File: src/rtl/mux_rr_arb.sv
// Registered N:1 channel mux with valid/ready handshakes: fixed select (MODE=0) or
// round-robin arbitration (MODE=1) feeding a single output register.
module mux_rr_arb #(
  parameter int unsigned WIDTH = 4,
  parameter int unsigned CH    = 4,
  parameter int unsigned MODE  = 1,
  localparam int unsigned SW   = $clog2(CH)
) (
  input  logic                clk_i,
  input  logic                rst_i,
  input  logic [CH*WIDTH-1:0] in_data_i,
  input  logic [CH-1:0]       in_valid_i,
  output logic [CH-1:0]       in_ready_o,
  input  logic [SW-1:0]       sel_i,
  output logic [WIDTH-1:0]    out_data_o,
  output logic [SW-1:0]       out_ch_o,
  output logic                out_valid_o,
  input  logic                out_ready_i
);

  logic [SW-1:0]    ptr_q, ptr_d;
  logic [WIDTH-1:0] data_q, data_d;
  logic [SW-1:0]    ch_q, ch_d;
  logic             valid_q, valid_d;

  logic             load_en;
  logic [SW-1:0]    grant;
  logic             grant_vld;
  logic [SW-1:0]    idx;
  logic [CH-1:0]    ready;
  logic             xfer;

  assign load_en = ~valid_q | out_ready_i;

  // Scan offsets from CH down to 1 so the smallest offset past ptr wins;
  // offset CH wraps to ptr itself, the lowest priority.
  always_comb begin
    grant     = '0;
    grant_vld = 1'b0;
    idx       = '0;
    if (MODE == 0) begin
      grant     = sel_i;
      grant_vld = 1'b1;
    end else begin
      for (int k = int'(CH); k >= 1; k--) begin
        idx = ptr_q + SW'(k);
        if (in_valid_i[idx]) begin
          grant     = idx;
          grant_vld = 1'b1;
        end
      end
    end
  end

  always_comb begin
    ready = '0;
    if (grant_vld && load_en && !rst_i) begin
      ready[grant] = 1'b1;
    end
  end

  assign xfer = |(ready & in_valid_i);

  always_comb begin
    ptr_d   = ptr_q;
    data_d  = data_q;
    ch_d    = ch_q;
    valid_d = valid_q;
    if (load_en) begin
      valid_d = xfer;
      if (xfer) begin
        data_d = in_data_i[grant*WIDTH +: WIDTH];
        ch_d   = grant;
        if (MODE != 0) begin
          ptr_d = grant;
        end
      end
    end
  end

  // ptr resets to CH-1 so channel 0 is searched first.
  always_ff @(posedge clk_i or posedge rst_i) begin
    if (rst_i) begin
      ptr_q   <= SW'(CH - 1);
      data_q  <= '0;
      ch_q    <= '0;
      valid_q <= 1'b0;
    end else begin
      ptr_q   <= ptr_d;
      data_q  <= data_d;
      ch_q    <= ch_d;
      valid_q <= valid_d;
    end
  end

  assign in_ready_o  = ready;
  assign out_data_o  = data_q;
  assign out_ch_o    = ch_q;
  assign out_valid_o = valid_q;

endmodule

File: config.mk
export PLATFORM = sky130hd
export DESIGN_NAME = mux_rr_arb
export DESIGN_NICKNAME = d
export VERILOG_FILES = /design/src/rtl/mux_rr_arb.sv
export SDC_FILE = /design/constraint.sdc
export NUM_CORES = 1
export LEC_CHECK = 0
export BUFFER_PORTS_ARGS = -buffer_cell sky130_fd_sc_hd__buf_2
export CORE_MARGIN = 2
export CORE_UTILIZATION = 30
export CTS_CLUSTER_DIAMETER = 200
export DETAILED_ROUTE_END_ITERATION = 7
export GPL_TIMING_DRIVEN = 0
export SYNTH_ARGS = -nofsm -noshare
export SYNTH_HDL_FRONTEND = slang
export SYNTH_SLANG_ARGS = --single-unit
File: constraint.sdc
create_clock -name clk_i -period 6.3 [get_ports clk_i]
set_clock_uncertainty 0.2 [all_clocks]
set_input_delay 0.63 -clock clk_i [delete_from_list [all_inputs] [get_ports clk_i]]
set_output_delay 0.63 -clock clk_i [all_outputs]
set_load 0.01 [all_outputs]
# Word level (Yosys, flattened, before mapping)
# Index checks and enable logic that the tools add are counted.
[word_totals] register_bits=9 in_bits=25 word_cells=42
[classes] addsub=3 n_lt_le_gt_ge=6 shifts=1 n_mux=19 bitwise_logic=3 reduce_logical=6
[op_table] cell="indexed part select 16 x 5 -> 4 bit" n=1
[op_table] cell="less-than comparator 2 x 3 -> 1 bit (second input constant)" n=5
[op_table] cell="2-to-1 mux 1 bit" n=9
[op_table] cell="binary-select mux 1 bit (select 2 bit)" n=4
[op_table] cell="2-to-1 mux 2 bit" n=4
[op_table] cell="adder 2 bit (second input constant)" n=2
[op_table] cell="AND 4 bit" n=1
[op_table] cell="2-to-1 mux 4 bit" n=1
[op_table] cell="OR reduction 4 bit" n=1
[op_table] cell="logical AND 1 bit" n=3
[op_table] cell="adder 2 x 1 -> 2 bit (second input constant)" n=1
[op_table] cell="demux 1 bit (select 2 bit)" n=1
[op_table] cell=">= comparator 2 x 1 -> 1 bit (second input constant)" n=1
[op_table] cell="AND reduction 2 bit" n=1
[op_table] cell="logical NOT 1 bit" n=1
[op_table] cell="NOT 1 bit" n=1
[op_table] cell="bitwise OR 1 bit" n=1

# Longest topological paths before layout
# Gate-level depths: netlist (run 1).
[logic_depth] depth_word=14 mapped_depth=5 ltp_nobuf=5

# Worst setup path after synthesis (run 1)
# OpenSTA, ideal clock, no wires.
[synth_timing] kind="input port to output port" start="in in_valid_i[3]" end="out in_ready_o[2]" arrival_time_ns=1.597 required_time_ns=5.470 setup_slack_ns=3.873 cell_stages=4 path_buffers=0 path_cell_list="nor2b_4 o21a_4 nor3_4 nor2b_1"
[synth_between] elab_chain_len=11
[synth_lines] item="start, declared" line="12" source="input logic [CH-1:0] in_valid_i,"
[synth_lines] item="binary-select mux 1 bit (select 2 bit)" line="47" source="if (in_valid_i[idx]) begin"
[synth_lines] item="2-to-1 mux 1 bit (not written as such)" line="47"
[synth_lines] item="2-to-1 mux 2 bit (4 in a row)" line="47"
[synth_lines] item="less-than comparator 2 x 3 -> 1 bit (not written as such) or >= comparator 2 x 1 -> 1 bit (tied branches)" line="58" source="ready[grant] = 1'b1;"
[synth_lines] item="logical AND 1 bit (not written as such)" line="58"
[synth_lines] item="2-to-1 mux 1 bit (not written as such)" line="58"
[synth_lines] item="demux 1 bit (select 2 bit)" line="58"
[synth_lines] item="2-to-1 mux 4 bit (*)" line="57" source="if (grant_vld && load_en && !rst_i) begin"
[synth_lines] item="end, declared" line="13" source="output logic [CH-1:0] in_ready_o,"
# Every way passes the cells marked *; elsewhere a longest branch is shown, timed or not. The select of a mux whose other input is x is not followed.

# Worst setup path in the final report (run 1)
[layout_timing] start="reg ptr_q[1]" end="out in_ready_o[1]"
[layout_between] elab_chain_len=11
[layout_lines] item="start, declared" line="21" source="logic [SW-1:0] ptr_q, ptr_d;"
[layout_lines] item="start signal, assigned" line="84" source="ptr_q <= SW'(CH - 1);"
[layout_lines] item="start signal, assigned" line="89" source="ptr_q <= ptr_d;"
[layout_lines] item="adder 2 bit or binary-select mux 1 bit (select 2 bit) (tied branches)" line="46, 47"
[layout_lines] item="binary-select mux 1 bit (select 2 bit) or 2-to-1 mux 1 bit (tied branches)" line="47"
[layout_lines] item="2-to-1 mux 1 bit (not written as such) or 2-to-1 mux 2 bit (tied branches)" line="47"
[layout_lines] item="2-to-1 mux 2 bit (3 in a row)" line="47"
[layout_lines] item="less-than comparator 2 x 3 -> 1 bit (not written as such) or >= comparator 2 x 1 -> 1 bit (tied branches)" line="58"
[layout_lines] item="logical AND 1 bit (not written as such)" line="58"
[layout_lines] item="2-to-1 mux 1 bit (not written as such)" line="58"
[layout_lines] item="demux 1 bit (select 2 bit)" line="58"
[layout_lines] item="2-to-1 mux 4 bit (*)" line="57"
# Marked as above.

==> results of run 1 <==
==> area by class of cell <==
type	count	share of cell area (%)
multi-input combinational	53	46.7
sequential	9	26.4
timing repair buffer	33	19.1
tap	27	3.91
clock buffer	4	3.04
inverter	2	0.870
==> critical path, stage by stage, from the launching register on <==
cell and delay, ps:
dfstp_2 610, inv_2 50, or3_1 380, a21oi_1 350, nor2b_1 190, buf_2 140
==> layer usage <==
metal  vias to the layer above  GRT usage, %
li1                        323             -
met1                       300          15.6
met2                        23          26.1
met3                         0          3.33
met4                         0          4.17
met5                         -             0
==> cell usage in the layout, fill, tap and decap left out, types with 3 or more instances in the layout <==
cell type   n
a21oi_1     7
a221o_1     4
buf_2      33
clkbuf_4    3
dfrtp_1     7
mux2_4      4
nand2b_1    3
nand4_1     4
nor2_1      6
nor2b_1     4
o21ai_0     3
o31ai_1     4
==> flip-flops by register name, indices dropped and copies added, names as in the netlist <==
name / count
ptr_q: 2
out_ch_o: 2
out_data_o: 4
out_valid_o: 1
==> cells by family after synthesis <==
kind of cell / share of synthesized area, %
muxes: 9.41
DFF: 35.7
AOI/OAI and AO/OA: 30.8
buffers and inverters: 1.18
and+or+nand+nor: 22.9
==> worst min path at each step <==
stage / endpoint / startpoint
after global routing: out_ch_o[0] / rst_i
after global placement: out_ch_o[1] / out_ch_o[1]
after detailed placement: out_ch_o[1] / out_ch_o[1]
final: out_data_o[1] / rst_i
after floorplan: out_ch_o[0] / rst_i
after CTS: out_data_o[3] / rst_i
==> power groups by stage <==
stage	Combinational, mW	Sequential [mW]	Clock [mW]
4_1_cts	0.109	0.0916	0.0454
3_5_place_dp	0.109	0.0919	0
2_1_floorplan	0.0666	0.0978	0
3_3_place_gp	0.107	0.0924	0
5_1_grt	0.118	0.0943	0.0491
6_report	0.107	0.0912	0.0439
==> results.md, run 1 <==
* Cell-internal power at 156 uW
* Nets at 127
* Crit path from: ptr_q[1]
* P_leak at 0.420 nW
* Tot Pwr at 242 uW
* Logic pwr share at 44.3%
* Mapped Area at 638 um2
* Largest net degree at the start of global routing at 11
* Initial drt markers at 8
* Most used DFF post-synth: dfrtp_1
* Initial core utilization at 32.2%
* # rows at 16
* Placed insts at 124
* Die ar. at 2510 um2
* Layout cell share with drive strength beyond 1 at 47.5%
* Max-slew violation count at 0
* CP Launch Type: flip-flop
* Vias in the first global route at 696
* Met2 wire len at 770 um
* Clk sinks at 9
* Syn-to-layout area delta at 35.3%
* Routed via count at 646
* Post-route ant nets at 0
* TritonRoute pass-1 iters at 4
* Commonest cells post-synth: a21oi_1 (7), dfrtp_1 (7), nor2_1 (6)
* Final WL at 1.56 mm
* R2R setup slack at 4070 ps
* Fin crit period at 2800 ps
* Met3 WL at 108 um
* Clk pin slew, worst setup/hold paths at 60 ps
* Reg-to-Reg End: out_data_o[2]
* Worst R2R Path Depth at 5
* Post-Route Setup TNS at 0 ps
* Initial antenna violation count at 0
* Core area at 1980 um2
* CP Capture Type: output port
* Placed cell area at 837 um2
* Worst skew pair latency at 250 ps
* Slew @ Worst Pin at 471 ps
* Gr usage total at 14.1%
* Switch share at 35.8%
* Worst-path maximum fanout at 6
* Chip Height at 50.1 um
* Syn nets at 89
* Hold buffers post-CTS at 0
* Setup violations, final at 0
* Final Cycle Share at 44.4%
* PwrDens at 281 nW/um2
* Residual DRC at 0
* Inserted Diodes at 0
* Synth warnings at 0
* First-pass GRT wire length at 2.79 mm
* H-Tree Depth at 1
* Seq/Total Area, Yosys at 35.7%
* EDFF count, synth at 0
* CP arrival at 1970 ps
* Root Buffer: clkbuf_4
* Final Util at 43.6%
* Final RePlAce weighted congestion at 0.720
* Max_slew headroom at 68.5%
* Fmax at 357 MHz
* CTS resizes at 0
* CTS tree: built
* Register area at 228 um2
* Maximum vdd drop at 0.134 mV
* Port Buffers at 33
* Longest Clk Path Bufs at 2
* Max-cap violations at 0
* Multi-input logic area at 403 um2
* Synth area leader: dfrtp_1
* Yosys reg bits at 9
* Main area contributors after synthesis: dfrtp_1 (27%), mux2_4 (9.4%), dfstp_2 (8.2%)
* Clock power share at 18.1%
* Critical R2R Launch: ptr_q[0]
* Top cell type's share of synthesized area at 27.5%
* Hold Vio Cnt, Final at 0
* RSZ-0062 raised after global routing: false
* CP Capture Point: in_ready_o[1]
* Setup WS pre-CTS at 3540 ps
* Syn Inst Count at 64
* Post-synth cell types at 26
* Vias per cell at 5.05
* Asr flop ratio synth at 100%
* Hpwl dp at 1.31 mm
* Top Layer Used: met3
* GRT Residual Overflow at 0
* I/O pin total at 36
* Req. time, crit path at 5470 ps
* Horiz. Die Dim at 50.1 um
* Final setup margin at 3500 ps
* CP Class: reg2out
* Drt wl/cell at 12.2 um
* Hold WC Path Type: in2async
* Final std cells w/o fill at 128
* Outcome: completed
* Syn avg cell area at 9.97 um2
* Switching power of the nets at 86.9 uW
* Seq pwr share at 37.6%
* Fillers at 207
* Finished Cell Area at 863 um2
* CTS Buf Count at 3
* # Post-CTS Setup Buffers at 0
* WL met1 at 678 um
* Final Hold Slack at 148 ps
No activity file was read; power rests on OpenSTA's default activity.
==> run 2, diff against run 1 <==
- clock period: 6.3 -> 2.6 ns (I/O delays scaled with it)
==> run 2 against run 1 <==
Compared with the run above:
- final area grew 1.2%
- core utilization grew 0.51 points
- via count grew 0.31%
- die area is the same
- critical path depth is the same
- clock-buffer cell count is the same
- sequential cell count is the same
- combinational power grew 140%
- non-clock buffer count grew 1
- sequential power grew 140%
- critical path type unchanged
==> results.md, run 2 (synthesis gave the netlist of run 1 again) <==
* Final Cycle Share at 93.4%
* Critical-path top delay cell: dfstp_2
* Cell-internal power at 378 uW (+140%)
* Initial antenna violation count at 0 (unchanged)
* Most common cell after layout, fill and taps aside: buf_2
* # rows at 16 (unchanged)
* P_leak at 0.424 nW (+0.99%)
* Logic pwr share at 44.4% (about the same)
* CTS tree: built
* Max reg flops at 4 (unchanged)
* Max stage delay on crit path at 610 ps (about the same)
* Clock power share at 18.1% (about the same)
* Req. time, crit path at 2140 ps (-3330 ps)
* Fillers at 208 (+0.48%)
* Outcome: completed
* Seq pwr share at 37.6% (about the same)
* Chip Height at 50.1 um (unchanged)
* CTS Buf Count at 3 (unchanged)
* Final setup margin at 172 ps (-3330 ps)
* Hpwl dp at 1.31 mm (unchanged)
* Tot Pwr at 589 uW (+140%)
* # Post-CTS Setup Buffers at 0 (unchanged)
* CTS resizes at 0 (unchanged)
* RSZ-0062 raised after global routing: false
* Switching power of the nets at 211 uW (+140%)
* Worst-path maximum fanout at 6 (unchanged)
* Port Buffers at 33 (unchanged)
* Worst skew pair latency at 250 ps (about the same)
* Switch share at 35.8% (-0.046 points)
* Fmax at 412 MHz
* Commonest cells after routing, fill and taps aside: buf_2 (33), a21oi_1 (7), dfrtp_1 (7)
* Setup WS pre-CTS at 340 ps (-3200 ps)
* CP Launch Type: flip-flop
* Horiz. Die Dim at 50.1 um (unchanged)
* Vias in the first global route at 699 (+0.43%)
* CP Class: reg2out
* Hold buffers post-CTS at 1 (+1)
* Max-cap violations at 0 (unchanged)
* PwrDens at 674 nW/um2 (+140%)
* Residual DRC at 0 (unchanged)
* Gr usage total at 14.2% (+0.063 points)
* Clk sinks at 9 (unchanged)
* Core area at 1980 um2 (unchanged)
* Routed via count at 648 (+0.31%)
* Post-Route Setup TNS at 0 ps (unchanged)
* Placed cell area at 837 um2 (unchanged)
* Initial drt markers at 8 (unchanged)
* Longest Clk Path Bufs at 2 (unchanged)
* Final Util at 44.1% (+0.51 points)
* Initial core utilization at 32.2% (unchanged)
* Fin crit period at 2430 ps
* Vias per cell at 5.02 (-0.47%)
* Nets at 128 (+0.79%)
* H-Tree Depth at 1 (unchanged)
* Drt wl/cell at 12.1 um (-0.52%)
* Inserted Diodes at 0 (unchanged)
* Setup violations, final at 0 (unchanged)
* TritonRoute pass-1 iters at 4 (unchanged)
* Max-slew violation count at 0 (unchanged)
* Final WL at 1.56 mm (+0.26%)
* Hold Vio Cnt, Final at 0 (unchanged)
* Maximum vdd drop at 0.326 mV (+140%)
* CP Capture Type: output port
* Syn-to-layout area delta at 36.9%
* Slew @ Worst Pin at 471 ps (unchanged)
* Largest net degree at the start of global routing at 11 (unchanged)
* Hold WC Path Type: in2reg
* I/O pin total at 36 (unchanged)
* Crit path cell chain: inv_2 -> or3_1 -> a21oi_1 -> nor2b_1 -> buf_2
* First-pass GRT wire length at 2.81 mm (+0.50%)
* Clk pin slew, worst setup/hold paths at 60 ps (about the same)
* Post-route ant nets at 0 (unchanged)
* Max_slew headroom at 68.5% (unchanged)
* CP arrival at 1970 ps (about the same)
* Finished Cell Area at 873 um2 (+1.2%)
* Root Buffer: clkbuf_4
* Final RePlAce weighted congestion at 0.720 (unchanged)
* Layout cell share with drive strength beyond 1 at 47.1% (-0.47 points)
* Die ar. at 2510 um2 (unchanged)
* GRT Residual Overflow at 0 (unchanged)
run 2: cell count changes in the layout (fill, tap and decap cells not counted), sizes merged:
cell | before | now
dlygate4sd3 | 0 | 1
run 2: worst max-delay path, delay by kind of cell, from the launching register on:
kind	cells	cell delay, ps
flops	1	610
simple gates	2	570
compound gates	1	350
buf+inv	2	190
run 2: cell type report:
| type | count | area (um2) | area share, % |
|---|---|---|---|
| Multi-Input combinational cell | 53 | 403 | 46.1 |
| Sequential cell | 9 | 228 | 26.1 |
| Timing Repair Buffer | 34 | 175 | 20.1 |
| Tap cell | 27 | 33.8 | 3.87 |
| Clock buffer | 4 | 26.3 | 3.01 |
| Inverter | 2 | 7.51 | 0.860 |
run 2: per-stage QoR:
step                      hold WS [ps]  std cells
after CTS                          119        129
after floorplan                   -114         64
after global placement            56.7        124
final                              121        129
after detailed placement          64.0        124
after global routing               127        129
run 2: power groups by stage:
stage | clock, mW | combinational, mW | sequential (mW)
6_report | 0.106 | 0.261 | 0.221
5_1_grt | 0.119 | 0.288 | 0.228
4_1_cts | 0.110 | 0.266 | 0.222
3_5_place_dp | 0 | 0.264 | 0.223
3_3_place_gp | 0 | 0.260 | 0.224
2_1_floorplan | 0 | 0.161 | 0.237
run 2: metal layers:
layer	vias up	GRT usage, %	wire length (um)
met4	0	4.17	0
met5	-	0	0
met1	300	15.8	683
met3	0	3.33	108
li1	325	-	-
met2	23	26.1	770
run 2: worst paths after layout:
check,start,end,slack [ps],cells after the start
worst max register to register,ptr_q[0],out_data_o[2],370,5
max in group asynchronous,rst_i,ptr_q[0],1580,3
min in group asynchronous,rst_i,out_data_o[1],320,3
worst min register to register,out_ch_o[1],out_ch_o[1],270,2
worst min-delay path,out_ready_i,out_valid_o,120,3
worst max-delay path,ptr_q[1],in_ready_o[1],170,5
